<file path="src/rtl/decode_ctrl_stage.sv">
// decode_ctrl_stage: registered RV32I(+M) decode with ID/EX handshake,
// load-use bubble insertion, illegal-encoding flag and bubble counter.
// Ports: clk_i/rst_i; IF side if_valid_i, instr_i, pc_i, id_ready_o;
// flush_i; EX side ex_ready_i, ex_valid_o, ex_* fields; bubble_cnt_o.
module decode_ctrl_stage #(
   parameter int XLEN      = 32,
   parameter bit EN_MEXT   = 1'b1,
   parameter int BUBBLE_CW = 16
) (
   input  logic                 clk_i,
   input  logic                 rst_i,
   input  logic                 if_valid_i,
   output logic                 id_ready_o,
   input  logic [31:0]          instr_i,
   input  logic [XLEN-1:0]      pc_i,
   input  logic                 flush_i,
   input  logic                 ex_ready_i,
   output logic                 ex_valid_o,
   output logic [XLEN-1:0]      ex_pc_o,
   output logic [XLEN-1:0]      ex_imm_o,
   output logic [4:0]           ex_rs1_o,
   output logic [4:0]           ex_rs2_o,
   output logic [4:0]           ex_rd_o,
   output logic                 ex_RegWrite_o,
   output logic                 ex_MemRead_o,
   output logic                 ex_MemWrite_o,
   output logic                 ex_MemToReg_o,
   output logic                 ex_ALUSrc_o,
   output logic                 ex_Branch_o,
   output logic                 ex_Jump_o,
   output logic                 ex_Jalr_o,
   output logic                 ex_PcSrcA_o,
   output logic [3:0]           ex_ALUOp_o,
   output logic [2:0]           ex_BranchType_o,
   output logic                 ex_MulDiv_o,
   output logic [2:0]           ex_MulDivOp_o,
   output logic                 ex_Illegal_o,
   output logic [BUBBLE_CW-1:0] bubble_cnt_o
);

   localparam logic [3:0] ALU_ADD  = 4'd0;
   localparam logic [3:0] ALU_SUB  = 4'd1;
   localparam logic [3:0] ALU_SLL  = 4'd2;
   localparam logic [3:0] ALU_SLT  = 4'd3;
   localparam logic [3:0] ALU_SLTU = 4'd4;
   localparam logic [3:0] ALU_XOR  = 4'd5;
   localparam logic [3:0] ALU_SRL  = 4'd6;
   localparam logic [3:0] ALU_SRA  = 4'd7;
   localparam logic [3:0] ALU_OR   = 4'd8;
   localparam logic [3:0] ALU_AND  = 4'd9;
   localparam logic [3:0] ALU_LUI  = 4'd10;

   typedef struct packed {
      logic [XLEN-1:0] imm;
      logic            reg_write;
      logic            mem_read;
      logic            mem_write;
      logic            mem_to_reg;
      logic            alu_src;
      logic            branch;
      logic            jump;
      logic            jalr;
      logic            pc_src_a;
      logic [3:0]      alu_op;
      logic [2:0]      br_type;
      logic            muldiv;
      logic [2:0]      md_op;
      logic            illegal;
   } ctl_t;

   typedef struct packed {
      logic [XLEN-1:0] pc;
      logic [4:0]      rs1;
      logic [4:0]      rs2;
      logic [4:0]      rd;
      ctl_t            ctl;
   } ent_t;

   logic [6:0]  opc;
   logic [2:0]  f3;
   logic [6:0]  f7;
   logic [31:0] imm32;
   logic        ill;
   logic        use1;
   logic        use2;
   ctl_t        ctl;
   ent_t        dec;

   assign opc = instr_i[6:0];
   assign f3  = instr_i[14:12];
   assign f7  = instr_i[31:25];

   always_comb begin
      ctl   = '0;
      imm32 = '0;
      ill   = 1'b0;
      use1  = 1'b0;
      use2  = 1'b0;
      unique case (opc)
         7'b0110111: begin
            imm32         = {instr_i[31:12], 12'b0};
            ctl.reg_write = 1'b1;
            ctl.alu_src   = 1'b1;
            ctl.alu_op    = ALU_LUI;
         end
         7'b0010111: begin
            imm32         = {instr_i[31:12], 12'b0};
            ctl.reg_write = 1'b1;
            ctl.alu_src   = 1'b1;
            ctl.pc_src_a  = 1'b1;
         end
         7'b1101111: begin
            imm32 = {{12{instr_i[31]}}, instr_i[19:12],
                     instr_i[20], instr_i[30:21], 1'b0};
            ctl.reg_write = 1'b1;
            ctl.jump      = 1'b1;
         end
         7'b1100111: begin
            imm32 = {{20{instr_i[31]}}, instr_i[31:20]};
            ctl.reg_write = 1'b1;
            ctl.jalr      = 1'b1;
            ctl.alu_src   = 1'b1;
            use1          = 1'b1;
            ill           = (f3 != 3'b000);
         end
         7'b1100011: begin
            imm32 = {{20{instr_i[31]}}, instr_i[7],
                     instr_i[30:25], instr_i[11:8], 1'b0};
            ctl.branch  = 1'b1;
            ctl.br_type = f3;
            ctl.alu_op  = ALU_SUB;
            use1        = 1'b1;
            use2        = 1'b1;
            ill         = (f3 == 3'b010) || (f3 == 3'b011);
         end
         7'b0000011: begin
            imm32 = {{20{instr_i[31]}}, instr_i[31:20]};
            ctl.reg_write  = 1'b1;
            ctl.mem_read   = 1'b1;
            ctl.mem_to_reg = 1'b1;
            ctl.alu_src    = 1'b1;
            use1           = 1'b1;
            ill = (f3 == 3'b011) || (f3 == 3'b110) || (f3 == 3'b111);
         end
         7'b0100011: begin
            imm32 = {{20{instr_i[31]}}, instr_i[31:25], instr_i[11:7]};
            ctl.mem_write = 1'b1;
            ctl.alu_src   = 1'b1;
            use1          = 1'b1;
            use2          = 1'b1;
            ill           = (f3[2] || f3 == 3'b011);
         end
         7'b0010011: begin
            imm32 = {{20{instr_i[31]}}, instr_i[31:20]};
            ctl.reg_write = 1'b1;
            ctl.alu_src   = 1'b1;
            use1          = 1'b1;
            unique case (f3)
               3'b000: ctl.alu_op = ALU_ADD;
               3'b010: ctl.alu_op = ALU_SLT;
               3'b011: ctl.alu_op = ALU_SLTU;
               3'b100: ctl.alu_op = ALU_XOR;
               3'b110: ctl.alu_op = ALU_OR;
               3'b111: ctl.alu_op = ALU_AND;
               3'b001: begin
                  ctl.alu_op = ALU_SLL;
                  ill        = (f7 != 7'h00);
               end
               default: begin
                  ctl.alu_op = (f7 == 7'h20) ? ALU_SRA : ALU_SRL;
                  ill        = (f7 != 7'h00) && (f7 != 7'h20);
               end
            endcase
         end
         7'b0110011: begin
            ctl.reg_write = 1'b1;
            use1          = 1'b1;
            use2          = 1'b1;
            if (f7 == 7'h00) begin
               unique case (f3)
                  3'b000:  ctl.alu_op = ALU_ADD;
                  3'b001:  ctl.alu_op = ALU_SLL;
                  3'b010:  ctl.alu_op = ALU_SLT;
                  3'b011:  ctl.alu_op = ALU_SLTU;
                  3'b100:  ctl.alu_op = ALU_XOR;
                  3'b101:  ctl.alu_op = ALU_SRL;
                  3'b110:  ctl.alu_op = ALU_OR;
                  default: ctl.alu_op = ALU_AND;
               endcase
            end else if (f7 == 7'h20) begin
               ctl.alu_op = (f3 == 3'b101) ? ALU_SRA : ALU_SUB;
               ill        = (f3 != 3'b000) && (f3 != 3'b101);
            end else if (f7 == 7'h01 && EN_MEXT) begin
               ctl.muldiv = 1'b1;
               ctl.md_op  = f3;
            end else begin
               ill = 1'b1;
            end
         end
         // FENCE is a no-op in this in-order pipe
         7'b0001111: ;
         default: ill = 1'b1;
      endcase
      if (instr_i[1:0] != 2'b11) ill = 1'b1;
      ctl.imm = {{(XLEN-31){imm32[31]}}, imm32[30:0]};
      if (ill) begin
         ctl         = '0;
         ctl.illegal = 1'b1;
         use1        = 1'b0;
         use2        = 1'b0;
      end
   end

   assign dec = '{pc: pc_i, rs1: instr_i[19:15], rs2: instr_i[24:20],
                  rd: instr_i[11:7], ctl: ctl};

   ent_t                 ent_q, ent_d;
   logic                 valid_q, valid_d;
   logic [BUBBLE_CW-1:0] cnt_q, cnt_d;
   logic                 hazard;
   logic                 adv;
   logic                 xfer;

   assign hazard = valid_q && ent_q.ctl.mem_read && (ent_q.rd != 5'd0) &&
                   ((use1 && ent_q.rd == dec.rs1) ||
                    (use2 && ent_q.rd == dec.rs2));
   assign adv        = !valid_q || ex_ready_i;
   assign id_ready_o = adv && !hazard && !flush_i && !rst_i;
   assign xfer       = if_valid_i && id_ready_o;

   always_comb begin
      valid_d = valid_q;
      ent_d   = ent_q;
      cnt_d   = cnt_q;
      if (flush_i) begin
         valid_d = 1'b0;
      end else if (adv && hazard && if_valid_i) begin
         valid_d = 1'b0;
         if (cnt_q != '1) cnt_d = cnt_q + BUBBLE_CW'(1);
      end else if (xfer) begin
         valid_d = 1'b1;
         ent_d   = dec;
      end else if (adv) begin
         valid_d = 1'b0;
      end
   end

   always_ff @(posedge clk_i) begin
      if (rst_i) begin
         valid_q <= 1'b0;
         ent_q   <= '0;
         cnt_q   <= '0;
      end else begin
         valid_q <= valid_d;
         ent_q   <= ent_d;
         cnt_q   <= cnt_d;
      end
   end

   assign ex_valid_o      = valid_q;
   assign ex_pc_o         = ent_q.pc;
   assign ex_imm_o        = ent_q.ctl.imm;
   assign ex_rs1_o        = ent_q.rs1;
   assign ex_rs2_o        = ent_q.rs2;
   assign ex_rd_o         = ent_q.rd;
   assign ex_RegWrite_o   = ent_q.ctl.reg_write;
   assign ex_MemRead_o    = ent_q.ctl.mem_read;
   assign ex_MemWrite_o   = ent_q.ctl.mem_write;
   assign ex_MemToReg_o   = ent_q.ctl.mem_to_reg;
   assign ex_ALUSrc_o     = ent_q.ctl.alu_src;
   assign ex_Branch_o     = ent_q.ctl.branch;
   assign ex_Jump_o       = ent_q.ctl.jump;
   assign ex_Jalr_o       = ent_q.ctl.jalr;
   assign ex_PcSrcA_o     = ent_q.ctl.pc_src_a;
   assign ex_ALUOp_o      = ent_q.ctl.alu_op;
   assign ex_BranchType_o = ent_q.ctl.br_type;
   assign ex_MulDiv_o     = ent_q.ctl.muldiv;
   assign ex_MulDivOp_o   = ent_q.ctl.md_op;
   assign ex_Illegal_o    = ent_q.ctl.illegal;
   assign bubble_cnt_o    = cnt_q;

endmodule

</file>
<file path="config.mk">
export PLATFORM = sky130hd
export DESIGN_NAME = decode_ctrl_stage
export DESIGN_NICKNAME = d
export VERILOG_FILES = /design/src/rtl/decode_ctrl_stage.sv
export SDC_FILE = /design/constraint.sdc
export NUM_CORES = 1
export LEC_CHECK = 0
export CAP_MARGIN = 20
export CELL_PAD_IN_SITES_DETAIL_PLACEMENT = 1
export CELL_PAD_IN_SITES_GLOBAL_PLACEMENT = 2
export CORE_ASPECT_RATIO = 0.5
export CORE_MARGIN = 4
export CORE_UTILIZATION = 37
export CTS_BUF_LIST = sky130_fd_sc_hd__clkbuf_4 sky130_fd_sc_hd__clkbuf_8
export CTS_CLUSTER_SIZE = 24
export DETAILED_ROUTE_END_ITERATION = 10
export DONT_BUFFER_PORTS = 1
export PLACE_DENSITY_LB_ADDON = 0.2
export SYNTH_ARGS = -nofsm -noshare
export SYNTH_HDL_FRONTEND = slang
export SYNTH_SLANG_ARGS = --single-unit
</file>
<file path="constraint.sdc">
create_clock -name clk_i -period 4.3 [get_ports clk_i]
set_clock_uncertainty 0.15 [all_clocks]
set_input_delay 0.86 -clock clk_i [delete_from_list [all_inputs] [get_ports clk_i]]
set_output_delay 0.86 -clock clk_i [all_outputs]
set_load 0.01 [all_outputs]
</file>
## After elaboration in Yosys (flattened, before gate mapping)

Cells that the tools add are included.

- $add $sub $neg: 1
- Eq/ne operators: 25
- Mux-type cells: 34
- Bitwise logic cells: 2
- Reduce and logical (&&, ||, !) cells: 40

Operators with widths:

| kind | count |
|---|---|
| $pmux 32 s5 | 1 |
| $pmux 4 s7 | 2 |
| $mux 53 | 1 |
| $eq 7x6->1 const B | 4 |
| $eq 7x7->1 const B | 3 |
| $mux 4 | 5 |
| $mux 1 | 19 |
| $reduce_or 6->1 | 3 |
| $add 16x1->16 const B | 1 |
| $ne 16x16->1 const B | 1 |
| $pmux 4 s4 | 1 |
| $eq 7x5->1 const B | 2 |
| $logic_and 1x1->1 | 13 |
| $eq 3x3->1 const B | 4 |
| $eq 5x5->1 | 2 |
| $mux 3 | 3 |
| $reduce_or 3->1 | 3 |
| $eq 7x1->1 const B | 1 |
| $eq 7x2->1 const B | 1 |
| $eq 7x4->1 const B | 1 |
| $logic_not 7->1 | 1 |
| $ne 7x6->1 const B | 1 |
| $pmux 1 s7 | 1 |
| $reduce_bool 7->1 | 1 |
| other kinds (16) | 27 |

- Register bits: 117
- Input port bits: 69
- Output and inout port bits: 118
- Word-level logic and storage cells: 123

## Longest topological paths before layout

Gate-level depths: netlist of run 1.

- Depth after elaboration: 16
- Mapped depth: 11
- Gate-level depth less buffers: 7

## Worst setup path after synthesis of run 1

No wires, ideal clock.

- Path kind: input -> output
- Start point: in instr_i[12]
- End point: out id_ready_o
- Arrival: 2645 ps
- Required time: 3290 ps
- Path slack: 645 ps
- Stages on the path: 8
- Path buffers: 1
- Path through: buf_4 nor2_1 o32ai_1 a211o_1 a311o_1 nor2_1 a21boi_0 and2_1

- Word-level cells in the longest chain between the ends: 14
- Elaborated cells between the ends (all ways): 30
- Classes of those cells: 7 x eq/ne; 7 x mux; 16 x reduce/logical

Ends and longest elaborated chain:

| what | RTL line | source |
|---|---|---|
| start, declared | 14 | `input logic [31:0] instr_i,` |
| branches (longest 4 deep; another with $reduce_or 6->1) | -- |  |
| $pmux 1 s7 * | 99 | `unique case (opc)` |
| $mux 1 * | 204 | `if (instr_i[1:0] != 2'b11) ill = 1'b1;` |
| $mux 1 | 206 | `if (ill) begin` |
| $logic_and 1x1->1, on equally long branches | 225, 226 |  |
| $logic_or 1x1->1 * | 225 | `((use1 && ent_q.rd == dec.rs1) \|\|` |
| $logic_and 1x1->1 * | 224 | `assign hazard = valid_q && ent_q.ctl.mem_read && (ent_q.rd != 5'd0) &&` |
| $logic_not 1->1 * | 228 | `assign id_ready_o = adv && !hazard && !flush_i && !rst_i;` |
| $logic_and 1x1->1 * (3 in a row) | 228 |  |
| end, declared | 13 | `output logic id_ready_o,` |

Mark *: on every way between the ends.

## Worst setup path in the final report of run 1

- Start point: in instr_i[27]
- End point: out id_ready_o

- Word-level cells in the longest chain between the ends: 14
- Elaborated cells between the ends (all ways): 22
- Classes of those cells: 3 x eq/ne; 8 x mux; 11 x reduce/logical

Ends and longest elaborated chain:

| what | RTL line | source |
|---|---|---|
| $eq 7x1->1 | 193 | `end else if (f7 == 7'h01 && EN_MEXT) begin` |
| $mux 1 | 193 |  |
| $mux 1 | 190 | `end else if (f7 == 7'h20) begin` |
| $mux 1 | 179 | `if (f7 == 7'h00) begin` |
| $pmux 1 s7 * | 99 |  |
| $mux 1 * | 204 |  |
| $mux 1 | 206 |  |
| $logic_and 1x1->1, on equally long branches | 225, 226 |  |
| $logic_or 1x1->1 * | 225 |  |
| $logic_and 1x1->1 * | 224 |  |
| $logic_not 1->1 * | 228 |  |
| $logic_and 1x1->1 * (3 in a row) | 228 |  |

Mark *: on every way between the ends. The rest lies on a longest branch, timed or not.

==> reports/results.ini, run 1 <==
[layout]
final_common_cell = nand2_1
layout-drive-gt1-share = 0.0803
final_cells = 858
nets = 717
syn_to_final_growth_pct = 8.05
n_antenna_cell = 0
postLayoutCoreUtil = 0.410
final_area_mm2 = 0.00593
mostFrequentLayoutCells = nand2_1 (161), dfxtp_1 (116), a21oi_1 (74)

[power_and_ir_drop]
power_mw = 2.23
p_leak_nw = 2.19
p_per_area_mw_per_mm2 = 376
peakVddDrop_v = 0.000129

[timing]
finalSetupTns_ns = 0
setup_viol = 0
slew_violations = 0
worst_pin_slew_ns = 0.769
max_freq_mhz = 268
period_minus_slack_ns = 3.73
slew_headroom = 0.487
rsz0062_at_grt = no
finalHoldViolations = 0
finalCritPeriodShare = 0.868

[place]
io_buffers = 0
place_area_mm2 = 0.00554
place_congestion = 0.803
dp_hpwl_mm = 12.0
placed_cells = 826

[setup_path]
cp-start-kind = input pin
slowest_stage = a311o_1
crit_type = in2out
cp_max_fo = 4
end_kind = output pin
worstPathRequired_ns = 3.29
r2r_cells = 8
max_stage_delay_ns = 0.46
path_cells = or2_0 -> o41ai_1 -> o211ai_1 -> a311o_1 -> nor2_1 -> a21boi_0 -> and2_1
crit_arrival_ns = 2.72

[floorplan]
io_pins = 187
design.core.area_mm2 = 0.0145
die_y_um = 94.1
die_area_mm2 = 0.0170
rows = 31
start_util = 0.379
die_w_um = 180

[synthesis]
async_flop_share = 0
netlist_area_mm2 = 0.00548
syn_nets = 750
postSynthAreaPerCell_um2 = 8.06
synth-main-ff-cell = dfxtp_1
synth_cell_types = 66
ys_warn_count = 0
syn_inst = 680
synth_seq_cells = 116
synth_edf_count = 0
yosysSeqAreaShare = 0.423

[global_route]
grt_overflow = 0
grt_pass1_wl_mm = 27.6
grt_pass1_vias = 4745
grt_max_degree = 121
antenna_found_initial = 0
grt_usage = 0.202

[clock_tree]
ctsHoldBuffers = 0
cts_tree = done
cts_resized = 0
cts_made_buffers = 17
cts_buffer_depth = 2
clockRootBuffer = clkbuf_8
cts.sinks = 116
clk_latency_ns = 0.42
cts.clk_slew.worst_paths_ns = 0.07
h-tree-depth = 4
postCtsSetupBuffers = 0

[hold_path]
hold_path_class = reg2reg
hold-path-cell-count = 2

[drt]
wl_met3_mm = 1.58
routed_wl_mm = 17.6
post-route-drc-count = 0
vias = 4798
dr_wl_met2_mm = 7.77
ant_nets = 0
post_drt_wl_per_cell_um = 20.5
wl_met1_mm = 8.14
drt-initial-drc-count = 271
detail_route.vias_per_cell = 5.59
routed.top_layer = met4
dr.pass1.iters = 4

[outcome]
status = completed

[job]
cap_violations = 0

## critical path: cells and delay by family
kind | cells | cell delay [ns]
AND/OR/NAND/NOR | 3 | 0.63
AO/OA/AOI/OAI | 4 | 1.23
## sequential cells by signal, summed over array words and instances, names as in the netlist, 3 cells and up
| name | flops |
|---|---|
| ex_imm_o | 32 |
| ex_pc_o | 32 |
| bubble_cnt_o | 16 |
| ex_rd_o | 5 |
| ex_rs1_o | 5 |
| ex_rs2_o | 5 |
| ex_ALUOp_o | 4 |
| ex_BranchType_o | 3 |
| ex_MulDivOp_o | 3 |
## area by class of cell
cell class	count	area [µm²]
multi-input cells	503	2890
clock inverters	13	124
well taps	198	248
repair buffers	6	70.1
clock buffers	19	262
fillers	1757	8540
inverters	3	11.3
flip-flops and latches	116	2320
## synth_stat cells (2+ instances only)
| cell | number | share of area |
|---|---|---|
| nor2_1 | 16 | 0.011 |
| o21ai_0 | 11 | 0.010 |
| a31o_1 | 20 | 0.032 |
| or4_1 | 3 | 0.0041 |
| a22o_1 | 4 | 0.0064 |
| nand3_1 | 26 | 0.024 |
| a21boi_0 | 2 | 0.0027 |
| a21o_1 | 12 | 0.016 |
| mux2_2 | 2 | 0.0041 |
| and4_1 | 2 | 0.0032 |
| or3_1 | 14 | 0.016 |
| o21ai_1 | 9 | 0.0082 |
| or2_2 | 3 | 0.0034 |
| buf_2 | 20 | 0.018 |
| nor4_1 | 2 | 0.0023 |
| o31ai_1 | 2 | 0.0027 |
| nand4_1 | 13 | 0.015 |
| xor2_1 | 5 | 0.0080 |
| nor3_1 | 8 | 0.0073 |
| clkbuf_1 | 29 | 0.020 |
| o211ai_1 | 3 | 0.0041 |
| a21oi_1 | 74 | 0.068 |
| inv_1 | 3 | 0.0021 |
| nand2_1 | 161 | 0.11 |
| nor3b_1 | 21 | 0.029 |
| a31oi_1 | 2 | 0.0023 |
| nand2b_1 | 5 | 0.0057 |
| a211oi_1 | 4 | 0.0055 |
| buf_4 | 7 | 0.0096 |
| and2_1 | 6 | 0.0068 |
| and3_1 | 10 | 0.011 |
| nand3b_1 | 23 | 0.031 |
| xnor2_1 | 8 | 0.013 |
| nor2b_1 | 3 | 0.0034 |
| dfxtp_1 | 116 | 0.42 |
## logic make-up after synthesis
logic type,after synthesis,synth area share
AO/OA/AOI/OAI,159,0.188
XOR/XNOR,13,0.0208
adder cells (fa/ha/maj),1,0.00228
buffers and inverters,61,0.0525
flip-flops,116,0.423
multiplexers,3,0.00593
AND/OR/NAND/NOR,327,0.307
## layer usage
| metal | up-vias | global-route usage |
|---|---|---|
| li1 | 2338 | - |
| met1 | 2326 | 0.257 |
| met2 | 126 | 0.316 |
| met3 | 8 | 0.0874 |
| met4 | 0 | 0.0503 |
| met5 | - | 0 |
## per-stage QoR
step | hold slack, ns | worst slack [ns]
after floorplan | 0.326 | 0.645
after global placement | 0.335 | 0.581
after detailed placement | 0.340 | 0.613
after CTS | 0.327 | 0.584
after global routing | 0.328 | 0.464
final | 0.350 | 0.566
## power by group
part	switching, mW	internal [mW]
combinational	0.0677	0.0458
clock	0.507	0.496
sequential	0.0219	1.09
total	0.597	1.63
## path summary, 6_finish.rpt
| kind | start | end | slack [ns] |
|---|---|---|---|
| worst max register to register | ex_rd_o[4]$_SDFFE_PP0P_ | ex_pc_o[31]$_SDFFE_PP0P_ | 1.64 |
| worst min register to register | ex_PcSrcA_o$_SDFFE_PP0P_ | ex_PcSrcA_o$_SDFFE_PP0P_ | 0.35 |
| worst max-delay path | instr_i[27] | id_ready_o | 0.57 |
| worst min-delay path | ex_PcSrcA_o$_SDFFE_PP0P_ | ex_PcSrcA_o$_SDFFE_PP0P_ | 0.35 |
No activity file was read; power rests on OpenSTA's default activity.
==> inputs of run 2 (changes only) <==
--- a/config.mk
+++ b/config.mk
@@ -5,7 +5,7 @@
 export SDC_FILE = /design/constraint.sdc
 export NUM_CORES = 1
 export LEC_CHECK = 0
-export CAP_MARGIN = 20
+export CAP_MARGIN = 25
 export CELL_PAD_IN_SITES_DETAIL_PLACEMENT = 1
 export CELL_PAD_IN_SITES_GLOBAL_PLACEMENT = 2
 export CORE_ASPECT_RATIO = 0.5
@@ -16,6 +16,7 @@
 export DETAILED_ROUTE_END_ITERATION = 10
 export DONT_BUFFER_PORTS = 1
 export PLACE_DENSITY_LB_ADDON = 0.2
+export SLEW_MARGIN = 30
 export SYNTH_ARGS = -nofsm -noshare
 export SYNTH_HDL_FRONTEND = slang
 export SYNTH_SLANG_ARGS = --single-unit
==> results of run 2 <==
Same layout as run 1: the final DEF is identical, and so are final timing and power.
==> inputs of run 3 (changes only) <==
--- a/config.mk
+++ b/config.mk
@@ -11,11 +11,13 @@
 export CORE_ASPECT_RATIO = 0.5
 export CORE_MARGIN = 4
 export CORE_UTILIZATION = 37
-export CTS_BUF_LIST = sky130_fd_sc_hd__clkbuf_4 sky130_fd_sc_hd__clkbuf_8
+export CTS_BUF_LIST = sky130_fd_sc_hd__clkbuf_4
 export CTS_CLUSTER_SIZE = 24
 export DETAILED_ROUTE_END_ITERATION = 10
 export DONT_BUFFER_PORTS = 1
+export GPL_TIMING_DRIVEN = 1
 export PLACE_DENSITY_LB_ADDON = 0.2
+export SKIP_LAST_GASP = 1
 export SLEW_MARGIN = 30
 export SYNTH_ARGS = -nofsm -noshare
 export SYNTH_HDL_FRONTEND = slang
==> reports/results.ini, run 3 (same netlist as run 1, synthesis figures left out) <==
[setup_path]
slowest_stage = a311o_1
path_delay_family = compound AO/OA/AOI/OAI gates
worst-path-buf-inv = 0
worstPathRequired_ns = 3.29
max_stage_delay_ns = 0.46
worstSetupStartpoint = instr_i[27]
cp_max_fo = 4
crit_arrival_ns = 2.75
cp-start-kind = input pin
timing.rr.start = ex_rd_o[4]$_SDFFE_PP0P_
end_kind = output pin
crit_type = in2out
rrSetupSlack_ns = 1.63
worst_r2r_endpoint = ex_pc_o[31]$_SDFFE_PP0P_
path_cells = or2_0 -> o41ai_1 -> o211ai_1 -> a311o_1 -> nor2_1 -> a21boi_0 -> and2_1
r2r_cells = 8

[power_and_ir_drop]
combPwrFrac = 0.057
internal-power_mw = 1.43
power_mw = 1.99
peakVddDrop_v = 0.000157
p_leak_nw = 2.14
p_sw_mw = 0.566
pwr-share-clk = 0.385
swShare = 0.284
p_per_area_mw_per_mm2 = 344
seqPwrFrac = 0.558

[hold_path]
hold-path-cell-count = 1
hold_end = bubble_cnt_o[11]$_SDFFE_PP0P_
hold_start = rst_i
hold_path_class = in2reg

[timing]
slew_violations = 0
max_freq_mhz = 266
setup_viol = 0
slew_headroom = 0.479
rsz0062_at_grt = no
worst_pin_slew_ns = 0.782
finalHoldViolations = 0
period_minus_slack_ns = 3.76
finalCritPeriodShare = 0.875
final.setup.worst_slack_ns = 0.537
finalSetupTns_ns = 0

[clock_tree]
cts_made_buffers = 17
clockRootBuffer = clkbuf_4
cts.clk_slew.worst_paths_ns = 0.13
clk_latency_ns = 0.49
cts_tree = done
postCtsSetupBuffers = 0
cts_buffer_depth = 2
ctsHoldBuffers = 0
cts.sinks = 116
h-tree-depth = 4
cts_resized = 0

[drt]
vias = 4789
detail_route.vias_per_cell = 5.58
post_drt_wl_per_cell_um = 20.5
post-route-drc-count = 0
ant_nets = 0
drt-initial-drc-count = 264
dr.pass1.iters = 4
routed_wl_mm = 17.6

[global_route]
antenna_found_initial = 0
grt_pass1_vias = 4732
grt_usage = 0.202
grt_max_degree = 121
grt_pass1_wl_mm = 27.5
grt_overflow = 0

[layout]
n_antenna_cell = 0
mostFrequentLayoutCells = nand2_1 (161), dfxtp_1 (116), a21oi_1 (74)
nets = 717
final_area_mm2 = 0.00580
layout-drive-gt1-share = 0.0773
final_common_cell = nand2_1
syn_to_final_growth_pct = 5.75

[floorplan]
design.core.area_mm2 = 0.0145
start_util = 0.379
die_y_um = 94.1
die_w_um = 180
rows = 31
io_pins = 187
die_area_mm2 = 0.0170

[place]
dp_hpwl_mm = 12.0
place_congestion = 0.803
io_buffers = 0
place_area_mm2 = 0.00554
pre_cts_ws_ns = 0.613

[outcome]
status = completed

[job]
cap_violations = 0

## run 3: power groups by stage
stage / sequential, mW / combinational [mW] / clock [mW]
finish: 1.11 / 0.114 / 0.767
global route: 1.12 / 0.127 / 0.863
floorplan: 1.13 / 0.116 / 0
detailed placement: 1.14 / 0.115 / 0
global placement: 1.14 / 0.112 / 0
CTS: 1.11 / 0.115 / 0.803
## run 3: how the worst max path moves through the flow
stage,endpoint,depth (start not counted)
after CTS,id_ready_o,7
after global routing,id_ready_o,7
after floorplan,id_ready_o,8
after detailed placement,id_ready_o,7
final,id_ready_o,7
after global placement,id_ready_o,7
## run 3: metal layers
layer,track usage,share of wire,up-vias
met5,0,0,-
met4,0.0503,0.0047,0
met3,0.0897,0.095,6
met2,0.314,0.44,131
met1,0.258,0.46,2310
li1,-,-,2342
## run 3: final cells by class
class | count | area [µm²]
Clock buffer | 17 | 128
Clock inverter | 15 | 131
Fill cell | 1766 | 8670
Inverter | 3 | 11.3
Multi-Input combinational cell | 503 | 2890
Sequential cell | 116 | 2320
Tap cell | 198 | 248
Timing Repair Buffer | 6 | 70.1
## run 3: worst register-to-register path, stage by stage, from the launching register on
cell and delay, ns:
dfxtp_1 0.52, xnor2_1 0.16, nand3_1 0.10, a211oi_1 0.23
o21a_1 0.34, a31o_2 0.46, buf_12 0.33, nand2_1 0.12
a21oi_1 0.17
## run 3: metrics by stage
step / hold slack, ns / std cells / utilization
after floorplan: 0.326 / 680 / -
after global placement: 0.335 / 826 / 0.383
after detailed placement: 0.340 / 826 / 0.383
after CTS: 0.208 / 858 / 0.401
after global routing: 0.183 / 858 / 0.401
final: 0.279 / 858 / 0.401
==> RTL edit, RTL diff (config.mk and constraints of run 2) <==
The parameter `XLEN` goes from 32 to 64.
--- a/src/rtl/decode_ctrl_stage.sv
+++ b/src/rtl/decode_ctrl_stage.sv
@@ -3,7 +3,7 @@
 // Ports: clk_i/rst_i; IF side if_valid_i, instr_i, pc_i, id_ready_o;
 // flush_i; EX side ex_ready_i, ex_valid_o, ex_* fields; bubble_cnt_o.
 module decode_ctrl_stage #(
-   parameter int XLEN      = 32,
+   parameter int XLEN      = 64,
    parameter bit EN_MEXT   = 1'b1,
    parameter int BUBBLE_CW = 16
 ) (
Interface: changed (resized ex_imm_o, ex_pc_o and pc_i); port bits go from 187 to 283. The function was not compared with the original's and may differ.
==> RTL edit against run 2 <==
- area after synthesis grew 20%
- die area grew 19%
- routed wire length grew 22%
- fmax grew 2.2%
- sequential cell count grew 32
- worst setup slack gained 0.082 ns
- synthesized cell count grew 16%
- total power grew 20%
- final area grew 17%
- global-route usage grew 0.25 points
- critical endpoint unchanged
==> RTL edit: results (changes against run 2) <==
metric	value	unit	change
# fillers	2070		+18%
Sw Pwr	680	uW	+14%
number of buffers created by CTS	17		unchanged
clock slew at reported path FFs	0.08	ns	
Net Count, Synth	891		+19%
share of layout cells above drive strength 1	9.30	%	+1.3 points
initial antenna violation count	0		unchanged
Max Buffers Root-to-Sink	2		unchanged
status	complete, no violations		
ys flop type	dfxtp_1		
Worst-Margin Slew	0.985	ns	+0.216 ns
Distinct cells, synth	69		+4.5%
crit-path max FO	11		+7
max FFs per register	64		
via density per instance	5.55		-0.84%
Slowest cell on crit path	and4_1		
CP delay by family, top	simple AND/OR/NAND/NOR gates		
Clk Tree Root Cell	clkbuf_8		
largest net degree at the start of global routing	128		+5.8%
number of global-route vias before repair	5282		+11%
GRT Total Usage	20.4	%	+0.25 points
post-synthesis sequential area ratio	45.1	%	+2.7 points
Worst-Skew Late Latency	0.43	ns	
synth top area cells	dfxtp_1 45%, nand2_1 10%, a21oi_1 9.0%, buf_4 4.7%, nand3b_1 2.3%		
first-pass GRT wire length	32.2	mm	+17%
slowest cell delay on critical path	0.53	ns	+0.07 ns
CTS resizes	0		unchanged
layout net count	831		+16%
Leakage Power	0.00225	uW	+2.6%
Initial DRC Count	305		+13%
Max VDD drop	174	uV	+34%
share of flip-flops with an asynchronous set or reset	0	%	unchanged
postcts setup bufs	0		unchanged
# diodes	0		unchanged
RD Place Congestion	0.810		+0.85%
most common library cells after synthesis	182 x nand2_1, 148 x dfxtp_1, 118 x a21oi_1		
Detail Placement HPWL	15.6	mm	+31%
final WL	21.5	mm	+22%
DRT Pass-1 Iters	4		unchanged
Synth Warn #	0		unchanged
RTL edit: power groups by stage:
stage / clock, uW / sequential (uW) / combinational [uW]
floorplan: 0 / 1450 / 128
global placement: 0 / 1460 / 131
global route: 1200 / 1430 / 150
CTS: 1150 / 1430 / 135
finish: 1110 / 1430 / 133
detailed placement: 0 / 1460 / 135
RTL edit: stage by stage:
step | std cells | cell area (um^2) | hold slack [ns] | setup slack [ns]
2_1_floorplan | 789 | 6580 | 0.326 | 1.08
3_3_place_gp | 943 | 6510 | 0.335 | 0.668
3_5_place_dp | 943 | 6510 | 0.341 | 0.578
4_1_cts | 975 | 6910 | 0.302 | 0.700
5_1_grt | 976 | 6920 | 0.295 | 0.539
6_report | 976 | 6920 | 0.352 | 0.648
RTL edit: cell type report:
class | count | area [um^2] | area share (%)
multi-input combinational | 544 | 3070 | 44.4
timing repair buffer | 15 | 171 | 2.48
tap | 234 | 293 | 4.23
clock buffer | 23 | 310 | 4.49
clock inverter | 9 | 93.8 | 1.36
inverter | 3 | 11.3 | 0.163
sequential | 148 | 2970 | 42.9
RTL edit: layer usage:
metal  vias to the layer above  GRT usage, %  share of wire (%)
met3                         7          9.06                 11
met1                      2631          26.3                 43
met5                         -             0                  0
met2                       181          32.7                 46
met4                         0          3.22               0.38
li1                       2593             -                  -
RTL edit: tightest hold or removal path, cell delays in order (launching register included):
cell,delay (ns)
dfxtp_1,0.34
nand2_1,0.07
a21oi_1,0.05
RTL edit: cell families after synthesis:
logic type      count (synthesis)  synth area share [%]
simple gates                  314                  22.9
fa+ha+maj                       1                 0.190
mux                             3                 0.476
xor+xnor                       15                  2.00
buf+inv                        97                  8.53
compound gates                211                  20.8
flops                         148                  45.1
RTL edit: worst paths after layout:
check | from | end | slack (ns) | cells after the start
worst max-delay path | instr_i[26] | id_ready_o | 0.65 | 6
worst min-delay path | ex_pc_o[20] | ex_pc_o[20] | 0.35 | 2
worst max register to register | bubble_cnt_o[9] | bubble_cnt_o[12] | 1.39 | 7
worst min register to register | ex_pc_o[20] | ex_pc_o[20] | 0.35 | 2
